## config.mk

```make
export PLATFORM = sky130hd
export DESIGN_NAME = uart_byte_receiver
export DESIGN_NICKNAME = d
export VERILOG_FILES = /design/src/rtl/uart_pkg.sv /design/src/rtl/sync_ff.sv /design/src/rtl/uart_byte_receiver.sv
export SDC_FILE = /design/constraint.sdc
export NUM_CORES = 1
export LEC_CHECK = 0
export CORE_ASPECT_RATIO = 0.8
export CORE_MARGIN = 10
export CORE_UTILIZATION = 47
export DETAILED_ROUTE_END_ITERATION = 16
export PLACE_DENSITY = 0.69
export SYNTH_ARGS = -nofsm -noshare
export SYNTH_HDL_FRONTEND = slang
export SYNTH_HIERARCHICAL = 1
export SYNTH_SLANG_ARGS = --single-unit
```

## constraint.sdc

```tcl
create_clock -name clk -period 2.1 [get_ports clk]
set_input_delay 0.315 -clock clk [delete_from_list [all_inputs] [get_ports clk]]
set_output_delay 0.315 -clock clk [all_outputs]
set_load 0.01 [all_outputs]
```

## src/rtl/uart_pkg.sv

```systemverilog
// Shared types and constants for the UART byte receiver.
package uart_pkg;

    localparam int unsigned DEFAULT_CLOCK_FREQ_OVER_BAUD_RATE = 868;
    localparam int unsigned UART_DATA_BITS = 8;

    typedef enum logic [2:0] {
        StIdle,
        StStart,
        StData,
        StStop,
        StWaitHigh
    } rx_state_t;

endpackage

```

## src/rtl/sync_ff.sv

```systemverilog
// Multi-stage synchroniser for an asynchronous single-bit input.
module sync_ff #(
    parameter int unsigned STAGES      = 2,
    parameter logic        RESET_VALUE = 1'b1
) (
    input  logic clk,
    input  logic reset,
    input  logic d,
    output logic q
);

    logic [STAGES-1:0] sync_q;

    always_ff @(posedge clk or posedge reset) begin
        if (reset) begin
            sync_q <= {STAGES{RESET_VALUE}};
        end else begin
            sync_q <= {sync_q[STAGES-2:0], d};
        end
    end

    assign q = sync_q[STAGES-1];

endmodule

```

## src/rtl/uart_byte_receiver.sv

```systemverilog
// 8N1 UART receiver delivering bytes on a valid/ready stream with
// single-cycle framing-error and overrun pulses.
module uart_byte_receiver
    import uart_pkg::*;
#(
    parameter int unsigned CLOCK_FREQ_OVER_BAUD_RATE = DEFAULT_CLOCK_FREQ_OVER_BAUD_RATE,
    parameter int unsigned SYNC_STAGES               = 2
) (
    input  logic                      clk,
    input  logic                      reset,
    input  logic                      rx,
    output logic [UART_DATA_BITS-1:0] out_data,
    output logic                      out_valid,
    input  logic                      out_ready,
    output logic                      frame_err,
    output logic                      overrun
);

    localparam int unsigned CntW = $clog2(CLOCK_FREQ_OVER_BAUD_RATE);
    localparam logic [CntW-1:0] CntLast  = CntW'(CLOCK_FREQ_OVER_BAUD_RATE - 1);
    localparam logic [CntW-1:0] HalfLast = CntW'(CLOCK_FREQ_OVER_BAUD_RATE / 2 - 1);

    logic rx_s;

    sync_ff #(
        .STAGES      (SYNC_STAGES),
        .RESET_VALUE (1'b1)
    ) u_rx_sync (
        .clk   (clk),
        .reset (reset),
        .d     (rx),
        .q     (rx_s)
    );

    rx_state_t                 state_q, state_d;
    logic [CntW-1:0]           cnt_q, cnt_d;
    logic [2:0]                bit_idx_q, bit_idx_d;
    logic [UART_DATA_BITS-1:0] shift_q, shift_d;
    logic [UART_DATA_BITS-1:0] data_q, data_d;
    logic                      valid_q, valid_d;
    logic                      frame_err_q, frame_err_d;
    logic                      overrun_q, overrun_d;
    logic                      byte_done;
    logic                      stop_bad;

    always_ff @(posedge clk or posedge reset) begin
        if (reset) begin
            state_q     <= StIdle;
            cnt_q       <= '0;
            bit_idx_q   <= '0;
            shift_q     <= '0;
            data_q      <= '0;
            valid_q     <= 1'b0;
            frame_err_q <= 1'b0;
            overrun_q   <= 1'b0;
        end else begin
            state_q     <= state_d;
            cnt_q       <= cnt_d;
            bit_idx_q   <= bit_idx_d;
            shift_q     <= shift_d;
            data_q      <= data_d;
            valid_q     <= valid_d;
            frame_err_q <= frame_err_d;
            overrun_q   <= overrun_d;
        end
    end

    // Counter restarts at every sample point so bit timing never drifts.
    always_comb begin
        state_d   = state_q;
        cnt_d     = cnt_q;
        bit_idx_d = bit_idx_q;
        shift_d   = shift_q;
        byte_done = 1'b0;
        stop_bad  = 1'b0;
        unique case (state_q)
            StIdle: begin
                if (!rx_s) begin
                    state_d = StStart;
                    cnt_d   = '0;
                end
            end
            StStart: begin
                if (cnt_q == HalfLast) begin
                    cnt_d = '0;
                    if (rx_s) begin
                        state_d = StIdle;
                    end else begin
                        state_d   = StData;
                        bit_idx_d = '0;
                    end
                end else begin
                    cnt_d = cnt_q + CntW'(1);
                end
            end
            StData: begin
                if (cnt_q == CntLast) begin
                    cnt_d            = '0;
                    shift_d[bit_idx_q] = rx_s;
                    if (bit_idx_q == 3'd7) begin
                        state_d = StStop;
                    end else begin
                        bit_idx_d = bit_idx_q + 3'd1;
                    end
                end else begin
                    cnt_d = cnt_q + CntW'(1);
                end
            end
            StStop: begin
                if (cnt_q == CntLast) begin
                    cnt_d = '0;
                    if (rx_s) begin
                        byte_done = 1'b1;
                        state_d   = StIdle;
                    end else begin
                        stop_bad = 1'b1;
                        state_d  = StWaitHigh;
                    end
                end else begin
                    cnt_d = cnt_q + CntW'(1);
                end
            end
            StWaitHigh: begin
                if (rx_s) begin
                    state_d = StIdle;
                end
            end
            default: state_d = StIdle;
        endcase
    end

    // A new byte may replace the held one only when the consumer drains it this cycle.
    always_comb begin
        data_d      = data_q;
        valid_d     = valid_q;
        overrun_d   = 1'b0;
        frame_err_d = stop_bad;
        if (byte_done) begin
            if (!valid_q || out_ready) begin
                data_d  = shift_q;
                valid_d = 1'b1;
            end else begin
                overrun_d = 1'b1;
            end
        end else if (valid_q && out_ready) begin
            valid_d = 1'b0;
        end
    end

    assign out_data  = data_q;
    assign out_valid = valid_q;
    assign frame_err = frame_err_q;
    assign overrun   = overrun_q;

endmodule

```

### Word-level counts from Yosys, hierarchy flattened

Index checks and enable logic that the tools add are counted.

| storage, ports and cells | value |
|---|---|
| logic and storage cells | 76 |
| flip-flop bits (word level) | 37 |
| output and inout port bits | 11 |

| cells by class | value |
|---|---|
| muxes and demuxes | 32 |
| magnitude comparators | 2 |
| reductions and logical operators | 15 |
| $add $sub $neg | 2 |
| equal/unequal tests | 16 |

Operators by type and width:

| kind | number |
|---|---|
| 3-bit two-way mux | 11 |
| 10-bit two-way mux | 3 |
| 10-bit case mux with 3 select lines | 1 |
| 3-bit case mux with 5 select lines | 1 |
| 2-bit inequality test (second input constant) | 7 |
| 1-bit two-way mux | 12 |
| 10-bit by 1-bit adder with 10-bit output (second input constant) | 1 |
| 10-bit equality test (second input constant) | 1 |
| 10-bit by 9-bit equality test with 1-bit output (second input constant) | 1 |
| 8-bit bitwise mux | 1 |
| 2-bit AND reduction | 4 |
| 3-bit by 2-bit equality test with 1-bit output (second input constant) | 2 |
| 3-bit equality test (second input constant) | 2 |
| 3-bit case mux with 2 select lines | 1 |
| 6-bit AND reduction | 1 |
| 5-bit AND reduction | 1 |
| 3-bit by 4-bit < comparator with 1-bit output (second input constant) | 1 |
| 2-bit by 1-bit inequality test with 1-bit output (second input constant) | 2 |
| 2-bit nonzero test | 2 |
| 3-bit by 1-bit adder with 3-bit output (second input constant) | 1 |
| 1-bit demux with 3-bit select | 1 |
| 3-bit by 1-bit equality test with 1-bit output (second input constant) | 1 |
| 3-bit by 1-bit >= comparator with 1-bit output (second input constant) | 1 |
| 3-bit logical NOT | 1 |
| other kinds (6) | 7 |

### Longest topological paths before layout

Gate-level depths: netlist (run 1).

| logic depth | value |
|---|---|
| depth after elaboration | 5 |
| mapped depth | 6 |
| mapped depth without buffers | 6 |

### Cells and area by module

Netlist (run 1), hierarchy kept.

Modules (own cells, without submodules):

| module | sequential area each (µm²) | cells each | area an instance (µm²) | instances |
|---|---|---|---|---|
| uart_byte_receiver | 875.8 | 188 | 1908.1 | 1 |
| sync_ff | 52.6 | 3 | 56.3 | 1 |

### Least setup slack after synthesis (run 1)

OpenSTA, ideal clock, no wires.

| timing | value |
|---|---|
| kind | register to register |
| start | reg cnt_q[0] |
| end | reg shift_q[0] |
| setup slack | 0.124 ns |
| data arrival time | 1.851 ns |
| setup time | 0.125 ns |
| cell stages (with the launch flop) | 7 |
| required time | 1.975 ns |
| path buffers | 1 |
| cells stage by stage | dfrtp_1 -> ha_1 -> and4bb_2 -> nand4_2 -> clkbuf_1 -> nor4_1 -> mux2_2 |

| between the ends | value |
|---|---|
| cells in the longest elaborated chain, start to end | 2 |

RTL lines:

| element | RTL line | RTL |
|---|---|---|
| start, declared | uart_byte_receiver.sv:36 | `logic [CntW-1:0] cnt_q, cnt_d;` |
| start signal, assigned | uart_byte_receiver.sv:58 | `cnt_q <= cnt_d;` |
| 10-bit equality test | uart_byte_receiver.sv:97 | `if (cnt_q == CntLast) begin` |
| 2-bit AND reduction (no line) | - |  |
| end signal, assigned | uart_byte_receiver.sv:60 | `shift_q <= shift_d;` |
| end, declared | uart_byte_receiver.sv:38 | `logic [UART_DATA_BITS-1:0] shift_q, shift_d;` |

Every way passes these cells.
A chain may end at the register's enable or synchronous reset.

### Worst setup path after layout (run 1)

| timing | value |
|---|---|
| start | reg cnt_q[1] |
| end | reg shift_q[6] |

Same word-level chain as after synthesis.

==> results of run 1 <==
==> worst register-to-register path, cell delays in order, from the launching register on <==
cell and delay [ns]:
dfrtp_1 0.36, ha_1 0.20, and4bb_2 0.30, nand4_4 0.20
or4_1 0.58, mux2_2 0.29
==> kinds of logic (layout without fill, tap and decap cells) <==
family,after synthesis,count (layout),synth area share (%)
flip-flops,37,37,47.26
AO/OA/AOI/OAI,40,40,14.14
adder cells (fa/ha/maj),5,5,3.185
buffers and inverters,20,52,4.458
AND/OR/NAND/NOR,75,75,22.93
multiplexers,14,14,8.025
==> power by group through the flow <==
stage / clock network [mW] / logic [mW] / registers, mW
after global placement: 0 / 0.0272 / 0.733
after floorplan: 0 / 0.0153 / 0.730
after detailed placement: 0 / 0.0284 / 0.733
final: 0.641 / 0.0267 / 0.719
after global routing: 0.688 / 0.0309 / 0.720
after CTS: 0.651 / 0.0283 / 0.719
==> final timing paths <==
check,start,endpoint,slack [ns],cells past startpoint
worst max-delay path,cnt_q[1],shift_q[6],0.08,5
worst min-delay path,u_rx_sync/sync_q[0],u_rx_sync/sync_q[1],0.36,0
worst max register to register,cnt_q[1],shift_q[6],0.08,5
worst min register to register,u_rx_sync/sync_q[0],u_rx_sync/sync_q[1],0.36,0
max in group asynchronous,reset,state_q[2],1.25,3
min in group asynchronous,reset,cnt_q[3],0.37,2
==> cells in the mapped netlist, drive strengths merged (5+ instances only) <==
master / count
dfrtp: 35
nand2: 15
mux2: 14
o21ai: 14
nand3: 13
inv: 11
nor2: 8
buf: 7
nand4: 6
ha: 5
nand2b: 5
nor4: 5
==> final cells by class <==
class | count | share of cell area (%)
Multi-Input combinational cell | 134 | 39.70
Timing Repair Buffer | 33 | 12.25
Tap cell | 55 | 2.854
Clock inverter | 2 | 1.557
Clock buffer | 6 | 3.425
Inverter | 11 | 1.713
Sequential cell | 37 | 38.51
==> stage by stage <==
| stage | setup slack (ns) | hold WS, ns | util (%) | area (µm²) |
|---|---|---|---|---|
| final | 0.07949 | 0.3588 | 61.76 | 2411 |
| after global routing | -0.001382 | 0.3660 | 61.76 | 2411 |
| after CTS | 0.06357 | 0.3597 | 61.38 | 2396 |
| after detailed placement | -0.02551 | 0.3488 | 58.08 | 2267 |
| after global placement | 0.08339 | 0.3474 | 58.08 | 2267 |
| after floorplan | 0.1244 | 0.2265 | - | 1964 |
==> registers in the layout (all words and copies together), names as in the netlist <==
name,cells
bit_idx_q,3
cnt_q,10
out_valid,1
shift_q,8
state_q,3
frame_err,1
overrun,1
u_rx_sync/sync_q,2
out_data,8
==> layer usage <==
metal / part of all wire, % / GRT usage, % / up-vias
met5: 0 / 0 / -
met4: 1.1 / 4.308 / 0
met3: 8.5 / 5.577 / 6
met2: 43 / 19.51 / 72
met1: 47 / 17.29 / 795
li1: - / - / 779
==> timing repair <==
| item | in CTS | in global routing |
|---|---|---|
| hold endpoints to repair | 0 | 0 |
| hold buffers | 0 | 0 |
| gates resized for setup | 1 | 0 |
| buffers inserted | 0 | 2 |
| setup endpoints to repair | 1 | 1 |
==> run summary, run 1 <==
Area taken by multi-input logic gates: 957.2 µm². The top cell type by area accounts for 44.59% of the synthesized area. Walking the worst path, the cells encountered are ha_1 > and4bb_2 > nand4_4 > or4_1 > mux2_2. The quantity of I/O buffers inserted on ports is 14.

The type of element capturing the critical path is a flip-flop. The tree is rooted in a clkbuf_8. Counting I/O delays and the setup requirement, the final critical path takes 2.021 ns. Detailed placement ended at an HPWL of 3346 µm. By area the synthesized netlist is led by dfrtp_1 (45%), mux2_2 (8.0%), o21ai_0 (3.6%). Before antenna repair, the detailed router went through 5 iterations.

The non-filler instance count after layout was 278. In this run, synthesis produced a sequential element count of 37. The Yosys step of the flow raised 6 warnings. Fraction of registers with async set/reset: 100.0%.

The run gives 0.006249 ns as the setup skew after layout. The run gives 0 as the max-cap violation count. The post-synthesis cell type count came out at 46. The detail route stage leaves a number of antenna-violating nets equal to 0. Synthesis handed over a netlist of 191 instances. In this design, the stage delay of the slowest critical-path cell is 0.58 ns. The tools report the I/O pin count as 15.

The internal power of the cells is 1.112 mW. The tools report the relative slew slack as 68.03%. STA classifies the critical path startpoint as a flip-flop. The count of final setup violators came out at 0. The largest net degree at the start of global routing was 26.

Leaving out fill and tap cells, the most frequent cells in the layout are dfrtp_1 (35), buf_4 (18), nand2_1 (15). TritonCTS built the clock tree. The buffer depth of the longest clock path came out at 2.

Wires add up to 4547 µm. The leading area contributor after synthesis was dfrtp_1. A synthesized cell averages 10.28 µm².

Top cell family by delay on the critical path: simple AND/OR/NAND/NOR gates. In the global route stage, overall resource usage came out at 13.31%. The fraction of power spent switching nets was 19.83%; the routability-driven placement congestion ratio was 0.9258.

Counting the fill cells in the layout gives 323. The library cell used most frequently in the layout, excluding fill and tap cells, is dfrtp_1. For this run the aggregate overflow at the end of global routing stands at 0. The logs give 2 for the CTS H-tree depth and 47.26% for the fraction of the yosys area taken by sequential cells. The switching power came out at 275.0 µW.

The effective utilization at floorplan was 50.32%. Main flop type after synthesis: dfrtp_1. Floorplan die height: 77.83 µm.

The mean number of vias per cell was 5.942; the initial antenna violation count was 0. The routed length per instance was 16.36 µm. The tools report the final-report max-slew violation count as 0. After layout, the worst path uses 96.21% of the clock period. The detailed router finished its first iteration with 188 violations.

The run gives 37 as the number of clock sinks seen by CTS. The power density over the cells came out at 575.3 mW/mm². The logs give 0.003904 mm² for the area of the core and 1.9% for the combinational group share of total power. The post-layout net count came out at 231. In this run, synthesis inferred 0 flip-flops with an integrated enable.

The clock edge transition at the registers on the reported setup and hold paths was 0.08 ns; the number of remaining DRC errors was 0. In this run, flip-flops and latches consume 51.9% of the power. The number of nets in the synthesized netlist is 200. First-pass GRT wire length: 7900 µm. The tools report the total power as 1.387 mW. In this run the worst path has a maximum fanout of 10.

Data arrives at the worst endpoint at 2.20 ns. The logs give 5 for the number of buffers inserted during clock tree synthesis and 0 for the hold violation count in the final report. By startpoint and endpoint, the worst setup path is classified as reg2reg. The clock insertion delay at the later pin of the skew report came out at 0.29 ns.

Row generation in the floorplan step produced 20 rows. The run gives 0.001964 mm² as the cell area after synthesis. Data on the critical path is required at its endpoint by 2.28 ns. For the pin with the worst max-slew slack, the measured transition is 0.4790 ns. For this design the static power due to leakage is 1.060 nW. From synthesis to final layout, the design area changed by 22.74%.

Per report_power, the clock group accounts for 46.2% of the total. Adding up every negative setup slack in the final design gives 0 ns. The flow ran to the end, and the final reports show no timing, DRC or antenna violations. Based on the critical path, the design can be clocked at up to 0.4949 GHz.

The slowest stage of the critical path belongs to the cell or4_1. The peak ir drop on the vdd network is 0.0004617 V. The final route contains 1652 vias. The buffering stage count on the worst path with inverters included was 0; the antenna diode count was 0. Of the cells placed in the final design, the portion with a size suffix greater than 1 is 22.42%.

The min-delay analysis places its worst path in the category reg2reg. The run gives 0.007182 mm² as the area of the die. The number of global-route vias before repair is 1647. In the final layout, flip-flops and latches occupy 928.4 µm². Once placement completed, the tool counted placed cells totaling 268. The floorplan step set the die width to 92.28 µm.
Power figures use the tool's default switching activity.
==> run 2, diff against run 1 <==
Settings changed: CORE_UTILIZATION 47 to 45, PLACE_DENSITY 0.69 to 0.67.
==> run 2 against run 1 <==
Against the previous run:
- flip-flop and latch count is the same
- combinational power fell by 10%
- worst setup slack gained 0.036 ns
- largest power group unchanged
==> run summary, run 2 (synthesis gave the netlist of run 1 again) <==
The run gives 0.006952 ns (was -0.02551 ns) as the setup slack after placement. The proportion of layout cells with a drive suffix above 1 came out at 20.91% (was 22.42%). The clock insertion delay at the later pin of the skew report was 0.29 ns (about the same). The logs give 2.28 ns (about the same) for the worst path required time and 0 (unchanged) for the hold violation count in the final report.

The tools report the number of instances resized during post-cts repair as 0 (was 1). Number of remaining DRC errors: 0 (unchanged). The peak ir drop on the vdd network is 0.0003391 V (was 0.0004617 V).

The clock period minus final worst setup slack was 1.984 ns (was 2.021 ns); the effective utilization at floorplan was 46.73% (was 50.32%). Width of the chip: 93.87 µm (was 92.28 µm). The kind of start point of the critical path was a flip-flop (unchanged).

Critical Path, Cell by Cell: ha_1 > and4bb_2 > nand4_4 > or4_1 > mux2_2 (unchanged). The maximum operating frequency was 0.5039 GHz (was 0.4949 GHz). The CTS H-tree depth is 2 (unchanged), and the floorplan die height is 79.10 µm (was 77.83 µm). For the number of buffers inserted during clock tree synthesis, the log shows 5 (unchanged).

The tools report the total congestion overflow after global routing as 0 (unchanged). TritonCTS built the clock tree. The endpoint of the worst hold-timing path was u_rx_sync/sync_q[1] (unchanged).

Setup repair after global routing left no endpoint under its margin. The placed wire-length estimate is 3332 µm (was 3346 µm). The run gives 2 (unchanged) as the buffer depth of the longest clock path.

The largest net degree at the start of global routing was 36 (was 26); the number of DRC markers in iteration 0 was 139 (was 188). I/O pin count: 15 (unchanged). The type of element capturing the critical path is a flip-flop (unchanged). The tools report the smallest setup slack after layout as 0.1156 ns (was 0.07949 ns).

Most flop-heavy register: cnt_q (unchanged). The logs give 0 ns (unchanged) for the setup TNS after final layout and 0 (unchanged) for the count of final setup violators. The relative slew slack was 71.12% (was 68.03%). The number of flip-flops under the largest register name was 10 (unchanged). The number of nets still failing antenna checks after routing is 0 (unchanged), and the quantity of I/O buffers inserted on ports is 14 (unchanged).

The number of global-route vias before repair was 1573 (was 1647); the routed length per instance was 16.22 µm (was 16.36 µm). The run gives 228 (was 231) as the post-layout net count. The mean number of vias per cell was 5.863 (was 5.942); the routability-driven placement congestion ratio was 0.9070 (was 0.9258).

The area of the core came out at 0.004204 mm² (was 0.003904 mm²). The post-route fraction of the period consumed by the critical path is 94.49% (was 96.21%), and the leakage dissipation is 1.030 nW (was 1.060 nW). The number of stages on the worst setup path was 5 (unchanged); the final-report max-slew violation count was 0 (unchanged). The tools report the minimum setup slack among reg-to-reg paths as 0.12 ns (was 0.08 ns). The flow ran to the end, and the final reports show no timing, DRC or antenna violations. The run gives 21 (was 20) as the cell row count. The antenna diode count was 0 (unchanged). The tools report the startpoint of the worst register-to-register path as cnt_q[0] (was cnt_q[1]). The tools report the total vias in the final route as 1624 (was 1652). The power density over the cells is 520.2 mW/mm² (was 575.3 mW/mm²).

The number of clock sinks seen by CTS is 37 (unchanged). The share of the core filled with cells in the final layout is 55.68% (was 61.76%), and the initial antenna violation count is 0 (unchanged). The startpoint of the worst hold path is u_rx_sync/sync_q[0] (unchanged).

The transition time at the pin with the least slew margin is 0.4332 ns (was 0.4790 ns), and the first-pass detailed-route iteration total is 6 (was 5). The clock edge transition at the registers on the reported setup and hold paths came out at 0.08 ns (about the same). The reg-to-reg endpoint is shift_q[6] (unchanged). The slowest cell on the critical path is or4_1 (unchanged). Root buffer cell: clkbuf_8 (unchanged).

The run gives 1.218 mW (was 1.387 mW) as the total power. For the area of the die, the log shows 0.007425 mm² (was 0.007182 mm²). The stage delay of the slowest cell on the critical path came out at 0.56 ns (was 0.58 ns).

The top cell family by delay on the critical path is simple AND/OR/NAND/NOR gates (unchanged). The worst hold path cell count is 0 (unchanged). The first-pass GRT wire length was 7562 µm (was 7900 µm); the wire length reported by the detailed router was 4493 µm (was 4547 µm). The logic depth of the worst register-to-register path was 5 (unchanged). The signed area change from the synthesized netlist to the final layout is 19.17% (was 22.74%). Critical setup path kind: reg2reg (unchanged). The tools report the number of buffers added to fix hold violations after cts as 0 (unchanged).

Highest-count cells in the layout ignoring fill and taps: dfrtp_1 (35), buf_4 (16), nand2_1 (15) (was dfrtp_1 (35), buf_4 (18), nand2_1 (15)). The critical-path maximum fanout is 11 (was 10), and the max-cap violation count is 0 (unchanged). The arrival time of data at the critical path endpoint is 2.16 ns (was 2.20 ns), and the number of buffers added for setup after CTS is 0 (unchanged).

For the setup skew after layout, the log shows 0.009393 ns (was 0.006249 ns). The buffering stage count on the worst path with inverters included was 0 (unchanged). Most common cell after layout, fill and taps aside: dfrtp_1 (unchanged). The classification of the worst-slack hold path is reg2reg (unchanged). The run gives 12.63% (was 13.31%) as the total routing resource utilization after global routing.
run 2: layout make-up:
type / count / area (µm²)
clock buffer: 6 / 72.57
clock inverter: 2 / 10.01
fill: 377 / 1863
inverter: 11 / 41.29
multi-input combinational: 134 / 957.2
sequential: 37 / 928.4
tap: 57 / 71.32
timing repair buffer: 30 / 260.3
run 2: power breakdown:
group / internal, mW / switching, mW / total (mW)
clock: 0.230 / 0.245 / 0.475
sequential: 0.716 / 0.00365 / 0.719
combinational: 0.00786 / 0.0160 / 0.0239
total: 0.954 / 0.264 / 1.22
run 2: routing by layer:
metal | GRT usage, % | wire, µm | up-vias
li1 | - | - | 769
met1 | 16.39 | 2135 | 779
met2 | 19.10 | 1987 | 64
met3 | 3.383 | 282 | 12
met4 | 5.909 | 89 | 0
met5 | 0 | 0 | -
run 2: metrics by stage:
step	instances	hold slack (ns)	cell area [µm²]
2_1_floorplan	191	0.2265	1964
3_3_place_gp	269	0.3473	2250
3_5_place_dp	269	0.3472	2250
4_1_cts	277	0.3575	2332
5_1_grt	277	0.3611	2341
6_report	277	0.3561	2341
run 2: worst max path at each step:
stage | from | end
4_1_cts | cnt_q[0] | shift_q[6]
5_1_grt | cnt_q[1] | shift_q[6]
3_5_place_dp | cnt_q[0] | shift_q[6]
2_1_floorplan | cnt_q[0] | shift_q[0]
6_report | cnt_q[0] | shift_q[6]
3_3_place_gp | cnt_q[0] | shift_q[6]
run 2: worst register-to-register path: stages (launching register included):
cell      delay, ns
dfrtp_1        0.35
ha_1           0.18
and4bb_2       0.30
nand4_4        0.21
or4_1          0.56
mux2_2         0.28
==> run 3, diff against run 2 <==
Settings changed: SLEW_MARGIN set to 15.
==> results of run 3 <==
No change in the layout: final DEF, timing and power equal those of run 2.
